--- src/rtl/cache_req_master.sv ---
// Request initiator for cache_top: queues commands, issues one re/we pulse each, waits for done or timeout, returns ordered responses.
// Optional statistics counters are built only when CACHE_REQ_MASTER_STATS_EN is defined.
module cache_req_master #(
    parameter int WIDTH      = 8,
    parameter int RAM_DEPTH  = 256,
    parameter int FIFO_DEPTH = 4,
    parameter int TIMEOUT    = 32,
    localparam int AW        = $clog2(RAM_DEPTH)
) (
    input  logic             clk,
    input  logic             rst_n,
    input  logic             cmd_valid,
    output logic             cmd_ready,
    input  logic             cmd_we,
    input  logic [AW-1:0]    cmd_addr,
    input  logic [WIDTH-1:0] cmd_wdata,
    output logic             rsp_valid,
    input  logic             rsp_ready,
    output logic             rsp_we,
    output logic [WIDTH-1:0] rsp_rdata,
    output logic             rsp_timeout,
    output logic             cache_we,
    output logic             cache_re,
    output logic [AW-1:0]    cache_addr,
    output logic [WIDTH-1:0] cache_data_in,
    input  logic             cache_done,
    input  logic [WIDTH-1:0] cache_data_out,
    output logic             busy,
    output logic [15:0]      stat_rd,
    output logic [15:0]      stat_wr,
    output logic [15:0]      stat_to,
    output logic [7:0]       stat_lat_max,
    output logic [1:0]       dbg_state
);
    localparam int PW = $clog2(FIFO_DEPTH);
    localparam int CW = PW + 1;
    localparam int EW = 1 + AW + WIDTH;
    localparam int TW = $clog2(TIMEOUT + 1);
    localparam logic [CW-1:0] FULL_CNT = CW'(FIFO_DEPTH);
    localparam logic [TW-1:0] TO_CNT   = TW'(TIMEOUT);

    // Handshakes: a transfer happens on a rising edge where valid && ready; valid holds its payload until then.
    typedef enum logic [1:0] {S_IDLE, S_ISSUE, S_WAIT, S_RESP} state_t;
    state_t state_q, state_d;

    logic [EW-1:0]    fifo_mem [FIFO_DEPTH];
    logic [PW-1:0]    wr_ptr_q, wr_ptr_d, rd_ptr_q, rd_ptr_d;
    logic [CW-1:0]    count_q, count_d;
    logic             init_q;
    logic             push, pop, full, empty;
    logic             txn_we_q, txn_we_d;
    logic [AW-1:0]    txn_addr_q, txn_addr_d;
    logic [WIDTH-1:0] txn_wdata_q, txn_wdata_d;
    logic [WIDTH-1:0] rdata_q, rdata_d;
    logic             timeout_q, timeout_d;
    logic [TW-1:0]    wait_cnt_q, wait_cnt_d;

    assign full      = (count_q == FULL_CNT);
    assign empty     = (count_q == '0);
    // init_q keeps cmd_ready low while reset is asserted
    assign cmd_ready = init_q && !full;
    assign push      = cmd_valid && cmd_ready;
    assign pop       = (state_q == S_IDLE) && !empty;
    assign busy      = (state_q != S_IDLE) || !empty;
    assign dbg_state = state_q;

    always_ff @(posedge clk) begin
        if (push) fifo_mem[wr_ptr_q] <= {cmd_we, cmd_addr, cmd_wdata};
    end

    always_comb begin
        wr_ptr_d = wr_ptr_q;
        rd_ptr_d = rd_ptr_q;
        count_d  = count_q;
        if (push) wr_ptr_d = wr_ptr_q + PW'(1);
        if (pop)  rd_ptr_d = rd_ptr_q + PW'(1);
        case ({push, pop})
            2'b10:   count_d = count_q + CW'(1);
            2'b01:   count_d = count_q - CW'(1);
            default: count_d = count_q;
        endcase
    end

    always_ff @(posedge clk or negedge rst_n) begin
        if (!rst_n) begin
            state_q     <= S_IDLE;
            wr_ptr_q    <= '0;
            rd_ptr_q    <= '0;
            count_q     <= '0;
            init_q      <= 1'b0;
            txn_we_q    <= 1'b0;
            txn_addr_q  <= '0;
            txn_wdata_q <= '0;
            rdata_q     <= '0;
            timeout_q   <= 1'b0;
            wait_cnt_q  <= '0;
        end else begin
            state_q     <= state_d;
            wr_ptr_q    <= wr_ptr_d;
            rd_ptr_q    <= rd_ptr_d;
            count_q     <= count_d;
            init_q      <= 1'b1;
            txn_we_q    <= txn_we_d;
            txn_addr_q  <= txn_addr_d;
            txn_wdata_q <= txn_wdata_d;
            rdata_q     <= rdata_d;
            timeout_q   <= timeout_d;
            wait_cnt_q  <= wait_cnt_d;
        end
    end

    always_comb begin
        state_d = state_q;
        case (state_q)
            S_IDLE:  if (!empty) state_d = S_ISSUE;
            S_ISSUE: state_d = S_WAIT;
            S_WAIT:  if (cache_done || (wait_cnt_q == TO_CNT)) state_d = S_RESP;
            S_RESP:  if (rsp_ready) state_d = S_IDLE;
            default: state_d = S_IDLE;
        endcase
    end

    // Transaction registers: loaded on pop, counter runs from 1 in the first WAIT cycle
    always_comb begin
        txn_we_d    = txn_we_q;
        txn_addr_d  = txn_addr_q;
        txn_wdata_d = txn_wdata_q;
        rdata_d     = rdata_q;
        timeout_d   = timeout_q;
        wait_cnt_d  = wait_cnt_q;
        case (state_q)
            S_IDLE: begin
                if (pop) begin
                    {txn_we_d, txn_addr_d, txn_wdata_d} = fifo_mem[rd_ptr_q];
                    rdata_d   = '0;
                    timeout_d = 1'b0;
                end
            end
            S_ISSUE: wait_cnt_d = TW'(1);
            S_WAIT: begin
                if (cache_done)                rdata_d    = txn_we_q ? '0 : cache_data_out;
                else if (wait_cnt_q == TO_CNT) timeout_d  = 1'b1;
                else                           wait_cnt_d = wait_cnt_q + TW'(1);
            end
            default: ;
        endcase
    end

    always_comb begin
        cache_we      = 1'b0;
        cache_re      = 1'b0;
        cache_addr    = '0;
        cache_data_in = '0;
        rsp_valid     = 1'b0;
        rsp_we        = 1'b0;
        rsp_rdata     = '0;
        rsp_timeout   = 1'b0;
        case (state_q)
            S_ISSUE: begin
                cache_we      = txn_we_q;
                cache_re      = !txn_we_q;
                cache_addr    = txn_addr_q;
                cache_data_in = txn_wdata_q;
            end
            S_WAIT: begin
                cache_addr    = txn_addr_q;
                cache_data_in = txn_wdata_q;
            end
            S_RESP: begin
                rsp_valid   = 1'b1;
                rsp_we      = txn_we_q;
                rsp_rdata   = rdata_q;
                rsp_timeout = timeout_q;
            end
            default: ;
        endcase
    end

`ifdef CACHE_REQ_MASTER_STATS_EN
    logic [15:0] stat_rd_q, stat_rd_d, stat_wr_q, stat_wr_d, stat_to_q, stat_to_d;
    logic [7:0]  lat_max_q, lat_max_d, lat_sat;
    logic        done_ev, to_ev;

    assign done_ev = (state_q == S_WAIT) && cache_done;
    assign to_ev   = (state_q == S_WAIT) && !cache_done && (wait_cnt_q == TO_CNT);

    always_comb begin
        lat_sat   = (32'(wait_cnt_q) > 32'd255) ? 8'hFF : 8'(wait_cnt_q);
        stat_rd_d = stat_rd_q;
        stat_wr_d = stat_wr_q;
        stat_to_d = stat_to_q;
        lat_max_d = lat_max_q;
        if (done_ev && !txn_we_q && (stat_rd_q != 16'hFFFF)) stat_rd_d = stat_rd_q + 16'd1;
        if (done_ev && txn_we_q && (stat_wr_q != 16'hFFFF))  stat_wr_d = stat_wr_q + 16'd1;
        if (to_ev && (stat_to_q != 16'hFFFF))                stat_to_d = stat_to_q + 16'd1;
        if (done_ev && (lat_sat > lat_max_q))                lat_max_d = lat_sat;
    end

    always_ff @(posedge clk or negedge rst_n) begin
        if (!rst_n) begin
            stat_rd_q <= '0;
            stat_wr_q <= '0;
            stat_to_q <= '0;
            lat_max_q <= '0;
        end else begin
            stat_rd_q <= stat_rd_d;
            stat_wr_q <= stat_wr_d;
            stat_to_q <= stat_to_d;
            lat_max_q <= lat_max_d;
        end
    end

    assign stat_rd      = stat_rd_q;
    assign stat_wr      = stat_wr_q;
    assign stat_to      = stat_to_q;
    assign stat_lat_max = lat_max_q;
`else
    assign stat_rd      = '0;
    assign stat_wr      = '0;
    assign stat_to      = '0;
    assign stat_lat_max = '0;
`endif

endmodule

--- config.mk ---
export PLATFORM = sky130hd
export DESIGN_NAME = cache_req_master
export DESIGN_NICKNAME = d
export VERILOG_FILES = /design/src/rtl/cache_req_master.sv
export SDC_FILE = /design/constraint.sdc
export NUM_CORES = 1
export LEC_CHECK = 0
export BUFFER_PORTS_ARGS = -buffer_cell sky130_fd_sc_hd__buf_2
export CAP_MARGIN = 10
export CORE_UTILIZATION = 58
export DETAILED_ROUTE_END_ITERATION = 12
export GPL_ROUTABILITY_DRIVEN = 1
export PLACE_DENSITY = 0.85
export SLEW_MARGIN = 20
export SYNTH_ARGS = -nofsm -noshare
export SYNTH_HDL_FRONTEND = slang
export SYNTH_SLANG_ARGS = --single-unit
--- constraint.sdc ---
create_clock -name clk -period 4.7 [get_ports clk]
set_input_delay 0.705 -clock clk [delete_from_list [all_inputs] [get_ports clk]]
set_output_delay 0.705 -clock clk [all_outputs]
set_load 0.05 [all_outputs]
Word-level counts from Yosys, hierarchy flattened
Memory sizes are Yosys's and may differ from the RTL's. A register that Yosys moved wholly into a read port is not among the register bits.
Index checks and enable logic that the tools add are counted.
{"block": "totals", "reg_bits": 25, "ramBits": 68, "inputBits": 30, "output_inout_bits": 89, "wordCells": 76, "memories": 1}
{"memory": "fifo_mem", "depth": 4, "width": 17, "read_ports": 1, "rd_clocked_by_memory_dff": 1, "wr": 1, "line_no": "46", "source": "logic [EW-1:0] fifo_mem [FIFO_DEPTH];"}
{"block": "op_classes", "n_addsub": 5, "n_eq_ne": 15, "muxes": 26, "reduce_logical": 21}
{"operator": "$mux 8", "count": 6}
{"operator": "$ne 2x2->1 const B", "count": 8}
{"operator": "$pmux 8 s2", "count": 1}
{"operator": "$mux 6", "count": 2}
{"operator": "$pmux 6 s2", "count": 1}
{"operator": "$mux 1", "count": 10}
{"operator": "$reduce_and 3->1", "count": 3}
{"operator": "$pmux 2 s4", "count": 1}
{"operator": "$reduce_bool 2->1", "count": 4}
{"operator": "$add 6x1->6 const B", "count": 1}
{"operator": "$eq 2x2->1 const B", "count": 3}
{"operator": "$eq 6x6->1 const B", "count": 1}
{"operator": "$mux 2", "count": 3}
{"operator": "$pmux 3 s2", "count": 1}
{"operator": "$add 2x1->2 const B", "count": 2}
{"operator": "$eq 2x1->1 const B", "count": 2}
{"operator": "$logic_not 1->1", "count": 4}
{"operator": "$reduce_and 4->1", "count": 1}
{"operator": "$add 3x1->3 const B", "count": 1}
{"operator": "$eq 3x3->1 const B", "count": 1}
{"operator": "$logic_and 1x1->1", "count": 3}
{"operator": "$logic_not 3->1", "count": 1}
{"operator": "$sub 3x1->3 const B", "count": 1}
{"operator": "$logic_not 2->1", "count": 1}
{"operator": "other kinds (4)", "count": 5}

Longest topological paths before layout
Gate-level depths: netlist (run 1).
{"block": "logic_depth", "depth_word": 6, "depth_mapped": 10, "ltp_nobuf": 9}

Worst setup path before layout (run 1)
OpenSTA, ideal clock, no wires.
{"block": "synth_timing", "path_type": "reg-to-reg", "startpoint": "reg count_q[0]", "endpoint": "reg count_q[2]", "t_arrival_ns": 3.093, "t_required_ns": 4.575, "slack_ns": 1.482, "path_stages_with_launch": 10, "path_buffers": 0, "synth_period_minus_slack_ns": 3.218, "path_cell_list": "dfrtp_1 > nor2_1 > a21boi_0 > and2_1 > inv_1 > ha_1 > fa_1 > xnor2_1 > nor2_1 > xor2_1"}
{"block": "synth_between", "elab_chain_cells": 6}
{"element": "start, declared", "line_no": "48", "source": "logic [CW-1:0] count_q, count_d;"}
{"element": "start signal, assigned", "line_no": "101", "source": "count_q <= count_d;"}
{"element": "$eq 3x3->1 (*)", "line_no": "58", "source": "assign full = (count_q == FULL_CNT);"}
{"element": "$logic_not 1->1 (*)", "line_no": "61", "source": "assign cmd_ready = init_q && !full;"}
{"element": "$logic_and 1x1->1 (*)", "line_no": "61"}
{"element": "named net cmd_ready", "line_no": "13", "source": "output logic cmd_ready,"}
{"element": "$logic_and 1x1->1 (*)", "line_no": "62", "source": "assign push = cmd_valid && cmd_ready;"}
{"element": "$eq 2x1->1 or $eq 2x2->1 (tied branches)", "line_no": "77", "source": "case ({push, pop})"}
{"element": "$pmux 3 s2 or $reduce_bool 2->1 (tied branches)"}
Mark *: on every way through the listed nets, which the timed path passes. The rest lies on a longest branch.
A chain may end at the register's enable or synchronous reset.

Worst setup path in the final report (run 1)
{"block": "layout_timing", "startpoint": "reg state_q[1] (netlist: dbg_state[1])", "endpoint": "reg count_q[2]"}
{"block": "layout_between", "elab_chain_cells": 4}
{"element": "start, declared", "line_no": "44", "source": "state_t state_q, state_d;"}
{"element": "start signal, assigned", "line_no": "98", "source": "state_q <= state_d;"}
{"element": "$logic_not 2->1 (*)", "line_no": "63", "source": "assign pop = (state_q == S_IDLE) && !empty;"}
{"element": "$logic_and 1x1->1 (*)", "line_no": "63"}
{"element": "$eq 2x1->1 or $eq 2x2->1 (tied branches)", "line_no": "77"}
{"element": "$pmux 3 s2 or $reduce_bool 2->1 (tied branches)"}
Every way passes the cells marked *; elsewhere a longest branch is shown, timed or not.

==> results of run 1 <==
-- layout make-up --
cell class | instances | area, um^2 | share of cell area
Tap cell | 105 | 131.4 | 0.02432
Clock inverter | 7 | 56.30 | 0.01042
Timing Repair Buffer | 64 | 325.3 | 0.06023
Sequential cell | 110 | 3093 | 0.5726
Clock buffer | 9 | 123.9 | 0.02293
Inverter | 11 | 41.29 | 0.007644
Multi-Input combinational cell | 247 | 1630 | 0.3018
-- power by group through the flow --
stage | registers [mW] | logic (mW) | clock network (mW)
after detailed placement | 1.48 | 1.65 | 0
final | 1.45 | 1.63 | 0.524
after CTS | 1.45 | 1.65 | 0.531
after global placement | 1.46 | 1.60 | 0
after global routing | 1.48 | 1.78 | 0.567
after floorplan | 1.41 | 1.39 | 0
-- routing by layer --
layer  up-vias  track usage  part of all wire
met3        17      0.02951             0.059
li1       1314            -                 -
met4         0       0.1035             0.020
met5         -            0                 0
met1      1378       0.2426              0.40
met2       133       0.3536              0.52
-- how the worst max path moves through the flow --
stage	endpoint	slack, ps	depth (start not counted)
finish	count_q[2]$_DFFE_PN0P_	1750	10
global route	count_q[2]$_DFFE_PN0P_	1550	10
CTS	count_q[2]$_DFFE_PN0P_	1770	10
detailed placement	count_q[2]$_DFFE_PN0P_	1790	10
global placement	count_q[2]$_DFFE_PN0P_	1910	10
floorplan	count_q[2]$_DFFE_PN0P_	1480	9
-- registers in the layout (all words and copies together) (netlist names) --
| name | cells |
|---|---|
| init_q | 1 |
| wait_cnt_q | 6 |
| timeout_q | 1 |
| rd_ptr_q | 2 |
| dbg_state | 2 |
| rdata_q | 8 |
| count_q | 3 |
| txn_we_q | 1 |
| txn_wdata_q | 8 |
| txn_addr_q | 8 |
| wr_ptr_q | 2 |
| fifo_mem | 68 |
-- cell usage in the layout, fill, tap and decap left out, types with 3 or more instances in the layout --
cell type / count
nand2_1: 75
edfxtp_1: 68
buf_2: 62
conb_1: 57
dfrtp_1: 42
and2_1: 28
mux4_2: 17
ha_1: 12
inv_1: 10
clkbuf_8: 9
o21ai_0: 8
nor2_1: 7
and3_1: 5
xnor2_1: 5
nand4_1: 3
xor2_1: 3
-- stage by stage --
step	total power, mW	hold WS (ps)	setup slack, ps	util
after floorplan	2.798	409.4	1482	-
after global placement	3.056	452.3	1912	0.6291
after detailed placement	3.124	457.4	1795	0.6291
after CTS	3.638	480.7	1774	0.6508
after global routing	3.830	506.6	1554	0.6508
final	3.612	451.6	1755	0.6508
-- kinds of logic (layout without fill, tap and decap cells) --
family / after synthesis / after routing / synth area share
other: 2 / 57 / 0.001489
AND/OR/NAND/NOR: 127 / 127 / 0.1176
XOR/XNOR: 8 / 8 / 0.01389
flip-flops: 110 / 110 / 0.6131
buffers and inverters: 80 / 91 / 0.1057
multiplexers: 20 / 20 / 0.08333
AO/OA/AOI/OAI: 22 / 22 / 0.03125
adder cells (fa/ha/maj): 13 / 13 / 0.03373
==> out/results.txt, run 1 <==
Outcome - completed
Largest stage delay, worst path - 500 ps
Final instance area - 5401 um^2
Die height - 95.27 um
Buf/Inv on CP - 3
Post-Syn Area per Cell - 13.21 um^2
Crit path from - dbg_state[1]$_DFFE_PN0P_
PwrDens - 668.7 nW/um^2
Hold buffer count at CTS - 0
Ys async rst share - 0.3818
Synth top area share - 0.4048
Post_cts resized - 0
First-pass GRT wire length - 13,180 um
Post-layout min period - 2945 ps
FF-to-FF Start - dbg_state[1]$_DFFE_PN0P_
Maximum number of pins on one net before global-route repair - 43
FP Rows - 33
I/O pins - 119
DRC Markers - 0
DP Area - 5221 um^2
P_int - 1.990 mW
Leading post-synthesis cells by cell area - edfxtp_1 40%, dfrtp_1 21%, buf_4 8.6%
Initial Utilization - 0.6079
Final HPWL DP - 5806 um
CTS tree - built
Final period util - 0.6266
CP Data Required Time - 4970 ps
CP cell instances - inv_1 > ha_1 > o31ai_2 > buf_4 > clkinv_1 > ha_1 > fa_1 > xnor2_1 > nor2_1 > xor2_1
Chip width - 95.27 um
Switching pwr - 1.622 mW
DP Cell Count - 537
Initial antenna violation count - 0
Layout Cells excl Fill - 553
Postcts setup bufs - 0
DRT Pass-1 Iters - 4
Most numerous cell in the Yosys netlist - nand2_1
Starting DRC count in detailed routing - 170
Post-synth top area cell - edfxtp_1
Total global routing overflow - 0
TritonCTS Buffers - 9
Sequential fraction of the synthesis area - 0.6131
Die area - 9075 um^2
Area of the mapped netlist - 5045 um^2
Clock power frac - 0.145
ANT nets after route - 0
Fin. max-slew vios - 0
Yosys warns - 0
CTS clk-pin slew, worst paths - 110 ps
Post-synth EDFFs - 68
Total negative setup slack - 0 ps
Endpoints failing hold - 0
Synth Flop Type - edfxtp_1
Clock Path Buffers - 2
Max-Cap Viols - 0
Vias in the first global route - 2,694
Max Freq - 339.5 MHz
RR Endpoint - count_q[2]$_DFFE_PN0P_
Sink Count - 110
GRT Resource Usage Total - 0.2018
Crit-path max FO - 20
Slowest CP cell - clkinv_1
RD Place Congestion - 0.8174
Synth-to-Final Area Change - 7.068%
Core box area - 8299 um^2
WS Path Type - reg2reg
Leakage - 2.351 nW
Synth cell count leaders - 75 x nand2_1, 68 x edfxtp_1, 58 x buf_4, 42 x dfrtp_1, 28 x and2_1
Layout cells sized above 1 - 0.2366
Crit-path leading delay family - adder cells
Unrepaired setup endpoints after global routing - false
CTS HTree Levels - 3
Post-Route WL - 8407 um
Sw Ratio - 0.4490
DR vias - 2,842
Worst Skew - 11.82 ps
I/O Buffers - 62
Post-synthesis cell type count - 39
Worst min path class - in2async
Routed len/inst - 15.20 um
Synthesized instance count - 382
Sequential power share - 0.402
Nets - 486
Worst slew pin tran - 951.7 ps
Slack of the worst reg-to-reg path - 1750 ps
Via-per-instance ratio - 5.139
# diodes - 0
Arr. time, crit path - 3210 ps
CP Launch Type - flip-flop
Slew margin rel. - 0.3656
Most frequent CP cell - ha_1
Worst-Skew Late Latency - 370 ps
CTS root buf - clkbuf_8
Gate power share - 0.453
Seq cells post-synth - 110
R2r worst-path depth - 10
Crit end category - flip-flop
FILL cells - 596
Peak supply drop - 0.2671 mV
Final setup violation count - 0
Note: power is estimated with default switching activity, not from simulation.
==> run 2: changes to the inputs <==
- ABC_AREA: default -> 1
- CORE_UTILIZATION: 58 -> 49
- PLACE_DENSITY: 0.85 -> 0.76
- clock period: 4.7 -> 2.7 ns (I/O delays scaled with it)
==> run 2 against run 1 <==
Compared with the run above: via count rose by 27%; synthesized cell count rose by 38%; routed wire length rose by 22%; first-iteration DRC count rose by 16%; clock skew rose by 1.7 ps; sequential cell count did not move; worst setup slack got worse by 1500 ps.
==> out/results.txt, run 2 <==
Post-synthesis cell type count - 30
Hold buffer count at CTS - 0
Synthesized instance count - 528
CTS tree - built
Post-Route WL - 10,250 um
Largest stage delay, worst path - 490 ps
R2r worst-path depth - 8
FP Rows - 37
Arr. time, crit path - 2060 ps
Sequential power share - 0.346
Most frequent CP cell - inv_1
Final period util - 0.9122
Switching pwr - 3.526 mW
Clock power frac - 0.151
Postcts setup bufs - 0
CP cell instances - inv_1 > ha_1 > buf_4 > nand2_1 > inv_1 > buf_2
RD Place Congestion - 0.8002
Final setup violation count - 0
Post-layout min period - 2463 ps
Buf/Inv on CP - 4
WS Path Type - reg2out
Slew margin rel. - 0.6203
FILL cells - 890
Initial antenna violation count - 0
Peak supply drop - 1.136 mV
Yosys warns - 0
DRT Pass-1 Iters - 4
CP Data Required Time - 2300 ps
Ys async rst share - 0.3818
Area of the mapped netlist - 5225 um^2
CP Launch Type - flip-flop
Outcome - completed
Initial Utilization - 0.5061
Tot Pwr - 7.075 mW
Most numerous cell in the Yosys netlist - nor2_1
Biggest register - fifo_mem
Post-synth EDFFs - 68
FF-to-FF Start - count_q[0]$_DFFE_PN0P_
Stages on worst setup path - 6
Maximum number of pins on one net before global-route repair - 43
Crit end category - primary output
Sequential fraction of the synthesis area - 0.5920
Max Freq - 406.0 MHz
Leading post-synthesis cells by cell area - edfxtp_1 39%, dfrtp_1 20%, nor2_1 8.7%
Clock Path Buffers - 2
Crit path from - dbg_state[0]$_DFFE_PN0P_
CTS HTree Levels - 3
Layout cells sized above 1 - 0.1833
Slowest CP cell - ha_1
Seq cells post-synth - 110
Starting DRC count in detailed routing - 197
Chip width - 105.3 um
Crit-path max FO - 10
Max reg flops - 68
DRC Markers - 0
Die height - 105.3 um
First-pass GRT wire length - 16,450 um
Total global routing overflow - 0
Final HPWL DP - 6854 um
Leakage - 2.667 nW
CTS root buf - clkbuf_8
Nets - 638
Crit-path leading delay family - buffers and inverters
Worst-Skew Late Latency - 380 ps
Die area - 11,080 um^2
Hold WS - 19.25 ps
Core box area - 10,320 um^2
Multi-input logic area - 1647 um^2
Commonest cells after routing, fill and taps aside - 121 x nor2_1, 68 x edfxtp_1, 64 x nand2_1, 61 x buf_2, 57 x conb_1
Gate power share - 0.503
Worst slew pin tran - 569.5 ps
DR vias - 3,606
Post_cts resized - 0
ANT nets after route - 0
Fin. max-slew vios - 0
Post-Syn Area per Cell - 9.896 um^2
Vias in the first global route - 3,452
Routed len/inst - 13.92 um
Most common cell after layout, fill and taps aside - nor2_1
FF+latch area - 3093 um^2
Total negative setup slack - 0 ps
CTS clk-pin slew, worst paths - 110 ps
Synth cell count leaders - 121 x nor2_1, 68 x edfxtp_1, 64 x nand2_1, 58 x buf_4, 44 x inv_1
# diodes - 0
Synth top area share - 0.3908
Synth Flop Type - edfxtp_1
I/O pins - 119
Synth-to-Final Area Change - 9.483%
P_int - 3.550 mW
Unrepaired setup endpoints after global routing - false
Endpoints failing hold - 0
Via-per-instance ratio - 4.899
PwrDens - 1237 nW/um^2
Sink Count - 110
Worst Skew - 13.50 ps
Worst min path class - in2async
I/O Buffers - 62
Post-synth top area cell - edfxtp_1
GRT Resource Usage Total - 0.1946
TritonCTS Buffers - 9
Sw Ratio - 0.4983
Max-Cap Viols - 0
[run 2: changes by cell type after synthesis, moves of 4 or more]
cell      delta
o21ai_2      +7
o21ai_0     +29
mux4_2      -17
nand3_1      +8
and3_1       -5
and2_1      -28
nor2_1     +114
inv_1       +34
nand2_1     -11
a21oi_1     +20
xnor2_1      -4
clkbuf_1     +4
[run 2: kinds of logic after synthesis]
kind of cell             synth area share
AND/OR/NAND/NOR                    0.1545
flip-flops                         0.5920
buffers and inverters              0.1331
adder cells (fa/ha/maj)           0.03257
multiplexers                     0.002155
XOR/XNOR                          0.01006
AO/OA/AOI/OAI                     0.07424
other                            0.001437
[run 2: area by class of cell]
type                    instances  share of cell area
clock buffers                   9             0.02165
clock inverters                 7             0.01750
inverters                      47             0.03084
multi-input cells             352              0.2878
flip-flops and latches        110              0.5407
well taps                     136             0.02975
repair buffers                 75             0.07174
[run 2: worst register-to-register path: cells and delay by family, from the launching register on]
kind,cells,cell delay (ps)
fa+ha+maj,2,710
flops,1,440
compound gates,3,390
simple gates,2,330
xor+xnor,1,150
[run 2: final timing paths]
path	end	slack, ps
hold reg to reg	rdata_q[2]$_DFFE_PN0P_	500
setup / recovery	cache_data_in[1]	240
max in group asynchronous	count_q[0]$_DFFE_PN0P_	2290
hold / removal	dbg_state[0]$_DFFE_PN0P_	20
setup reg to reg	count_q[2]$_DFFE_PN0P_	570
min in group clk	fifo_mem[1][8]$_DFFE_PP_	230
[run 2: per-layer routing]
layer,vias to the layer above,track usage,part of all wire,wire length (um)
li1,1712,-,-,-
met4,0,0.07948,0.014,148
met5,-,0,0,0
met3,14,0.04267,0.057,587
met1,1730,0.2331,0.42,4320
met2,150,0.3398,0.51,5191
[run 2: power by group through the flow]
| stage | clock network, mW | registers, mW | logic [mW] |
|---|---|---|---|
| global placement | 0 | 2.46 | 3.43 |
| global route | 1.14 | 2.49 | 3.90 |
| floorplan | 0 | 2.43 | 2.83 |
| detailed placement | 0 | 2.47 | 3.57 |
| CTS | 1.08 | 2.44 | 3.57 |
| finish | 1.07 | 2.45 | 3.56 |
[run 2: stage by stage]
stage          area (um^2)  std cells    util  setup slack [ps]
2_1_floorplan         5435        583       -             204.1
3_3_place_gp          5494        720  0.5322             745.4
3_5_place_dp          5494        720  0.5322             624.9
4_1_cts               5718        736  0.5539             219.6
5_1_grt               5720        736  0.5541             127.9
6_report              5720        736  0.5541             237.0
==> run 3: changes to the inputs <==
--- a/config.mk
+++ b/config.mk
@@ -9,8 +9,8 @@
 export BUFFER_PORTS_ARGS = -buffer_cell sky130_fd_sc_hd__buf_2
 export CAP_MARGIN = 10
-export CORE_UTILIZATION = 49
+export CORE_UTILIZATION = 58
 export DETAILED_ROUTE_END_ITERATION = 12
 export GPL_ROUTABILITY_DRIVEN = 1
-export PLACE_DENSITY = 0.76
+export PLACE_DENSITY = 0.85
 export SLEW_MARGIN = 20
 export SYNTH_ARGS = -nofsm -noshare
==> constraint.sdc (replaced) <==
create_clock -name clk -period 2.92 [get_ports clk]
set_input_delay 0.146 -clock clk [delete_from_list [all_inputs] [get_ports clk]]
set_output_delay 0.146 -clock clk [all_outputs]
set_load 0.05 [all_outputs]
==> run 3 against run 2 <==
Compared with the run above: sequential cell count did not move; clock-buffer cell count rose by 2; via count fell by 2.1%; non-clock buffer count rose by 13.
==> out/results.txt, run 3 (synthesis gave the netlist of run 2 again) <==
Crit-path max FO - 17
Slew margin rel. - 0.3995
Outcome - completed
GRT Resource Usage Total - 0.2175
DRT Pass-1 Iters - 4
ANT nets after route - 0
I/O Buffers - 62
# diodes - 0
DRC Markers - 0
Max-Cap Viols - 0
Synth-to-Final Area Change - 10.37%
Routed len/inst - 13.16 um
Endpoints failing hold - 0
Sink Count - 110
WS Path Type - reg2out
Post-layout min period - 2246 ps
Largest stage delay, worst path - 730 ps
Worst-Skew Late Latency - 360 ps
Post-Route WL - 9487 um
Arr. time, crit path - 2100 ps
CP Launch Type - flip-flop
Final HPWL DP - 6044 um
Clock Path Buffers - 2
Commonest cells after routing, fill and taps aside - 121 x nor2_1, 68 x edfxtp_1, 64 x nand2_1, 61 x buf_2, 57 x conb_1
Total global routing overflow - 0
Layout cells sized above 1 - 0.1664
I/O pins - 119
Postcts setup bufs - 0
Leakage - 2.689 nW
Initial antenna violation count - 0
Die height - 96.92 um
Via-per-instance ratio - 4.897
Die area - 9393 um^2
RD Place Congestion - 0.8031
Initial Utilization - 0.5991
Most frequent CP cell - inv_1
Worst slew pin tran - 895.3 ps
Slowest CP cell - ha_1
FP Rows - 34
Final setup violation count - 0
PwrDens - 1088 nW/um^2
Chip width - 96.92 um
Worst min path class - in2reg
Max Freq - 445.3 MHz
DR vias - 3,531
Total negative setup slack - 0 ps
Maximum number of pins on one net before global-route repair - 43
Worst Skew - 11.48 ps
CP cell instances - inv_1 > ha_1 > nand2_1 > inv_1 > buf_2
Max reg flops - 68
Peak supply drop - 0.7197 mV
Core box area - 8721 um^2
Most common cell after layout, fill and taps aside - nor2_1
Final period util - 0.7691
Starting DRC count in detailed routing - 199
CTS tree - built
Crit end category - primary output
Unrepaired setup endpoints after global routing - false
CTS HTree Levels - 3
CTS root buf - clkbuf_8
Vias in the first global route - 3,404
Hold WS - 32.24 ps
Fin. max-slew vios - 0
CTS clk-pin slew, worst paths - 100 ps
FILL cells - 681
Nets - 651
TritonCTS Buffers - 9
Biggest register - fifo_mem
CP Data Required Time - 2770 ps
First-pass GRT wire length - 16,220 um
-- run 3: report_power, final --
part / internal, mW / leakage, nW / switching (mW)
sequential: 2.01 / 1.12 / 0.230
combinational: 0.823 / 1.48 / 2.39
clock: 0.315 / 0.0856 / 0.496
total: 3.15 / 2.69 / 3.12
-- run 3: layout make-up --
class | instances | area (um^2) | share of cell area
repair buffers | 88 | 553.0 | 0.09590
clock inverters | 5 | 35.03 | 0.006075
clock buffers | 11 | 131.4 | 0.02278
multi-input cells | 352 | 1643 | 0.2849
inverters | 47 | 176.4 | 0.03059
flip-flops and latches | 110 | 3093 | 0.5363
well taps | 108 | 135.1 | 0.02343
-- run 3: path summary, 6_finish.rpt --
check	from	end	slack [ps]	cells past startpoint
setup reg to reg	count_q[0]$_DFFE_PN0P_	count_q[2]$_DFFE_PN0P_	790	8
max in group asynchronous	rst_n	txn_we_q$_DFFE_PN0P_	2200	2
hold reg to reg	rdata_q[1]$_DFFE_PN0P_	rdata_q[1]$_DFFE_PN0P_	490	2
hold / removal	cache_data_out[6]	rdata_q[6]$_DFFE_PN0P_	30	3
setup / recovery	dbg_state[0]$_DFFE_PN0P_	cache_data_in[6]	670	5
min in group asynchronous	rst_n	dbg_state[0]$_DFFE_PN0P_	320	2
-- run 3: critical path, delay by kind of cell (launching register included) --
kind | cells | cell delay, ps
buf+inv | 3 | 430
flops | 1 | 430
fa+ha+maj | 1 | 730
simple gates | 1 | 140
-- run 3: per-layer routing --
| layer | track usage | up-vias | share of wire |
|---|---|---|---|
| li1 | - | 1739 | - |
| met1 | 0.2749 | 1659 | 0.42 |
| met2 | 0.3819 | 121 | 0.51 |
| met3 | 0.03829 | 12 | 0.056 |
| met4 | 0.06659 | 0 | 0.014 |
| met5 | 0 | - | 0 |
-- run 3: metrics by stage --
step	area (um^2)	utilization	worst slack, ps	cells	power (mW)
global placement	5418	0.6212	959.6	687	5.370
CTS	5744	0.6587	619.4	719	6.301
floorplan	5431	-	91.97	583	4.863
detailed placement	5418	0.6212	808.9	687	5.484
finish	5767	0.6613	674.2	721	6.272
global route	5767	0.6613	503.7	721	6.717
-- run 3: repair_timing --
action / in CTS / in global routing
hold endpoints to repair: 94 / 3
gates resized for setup: 0 / 0
hold buffers: 16 / 2
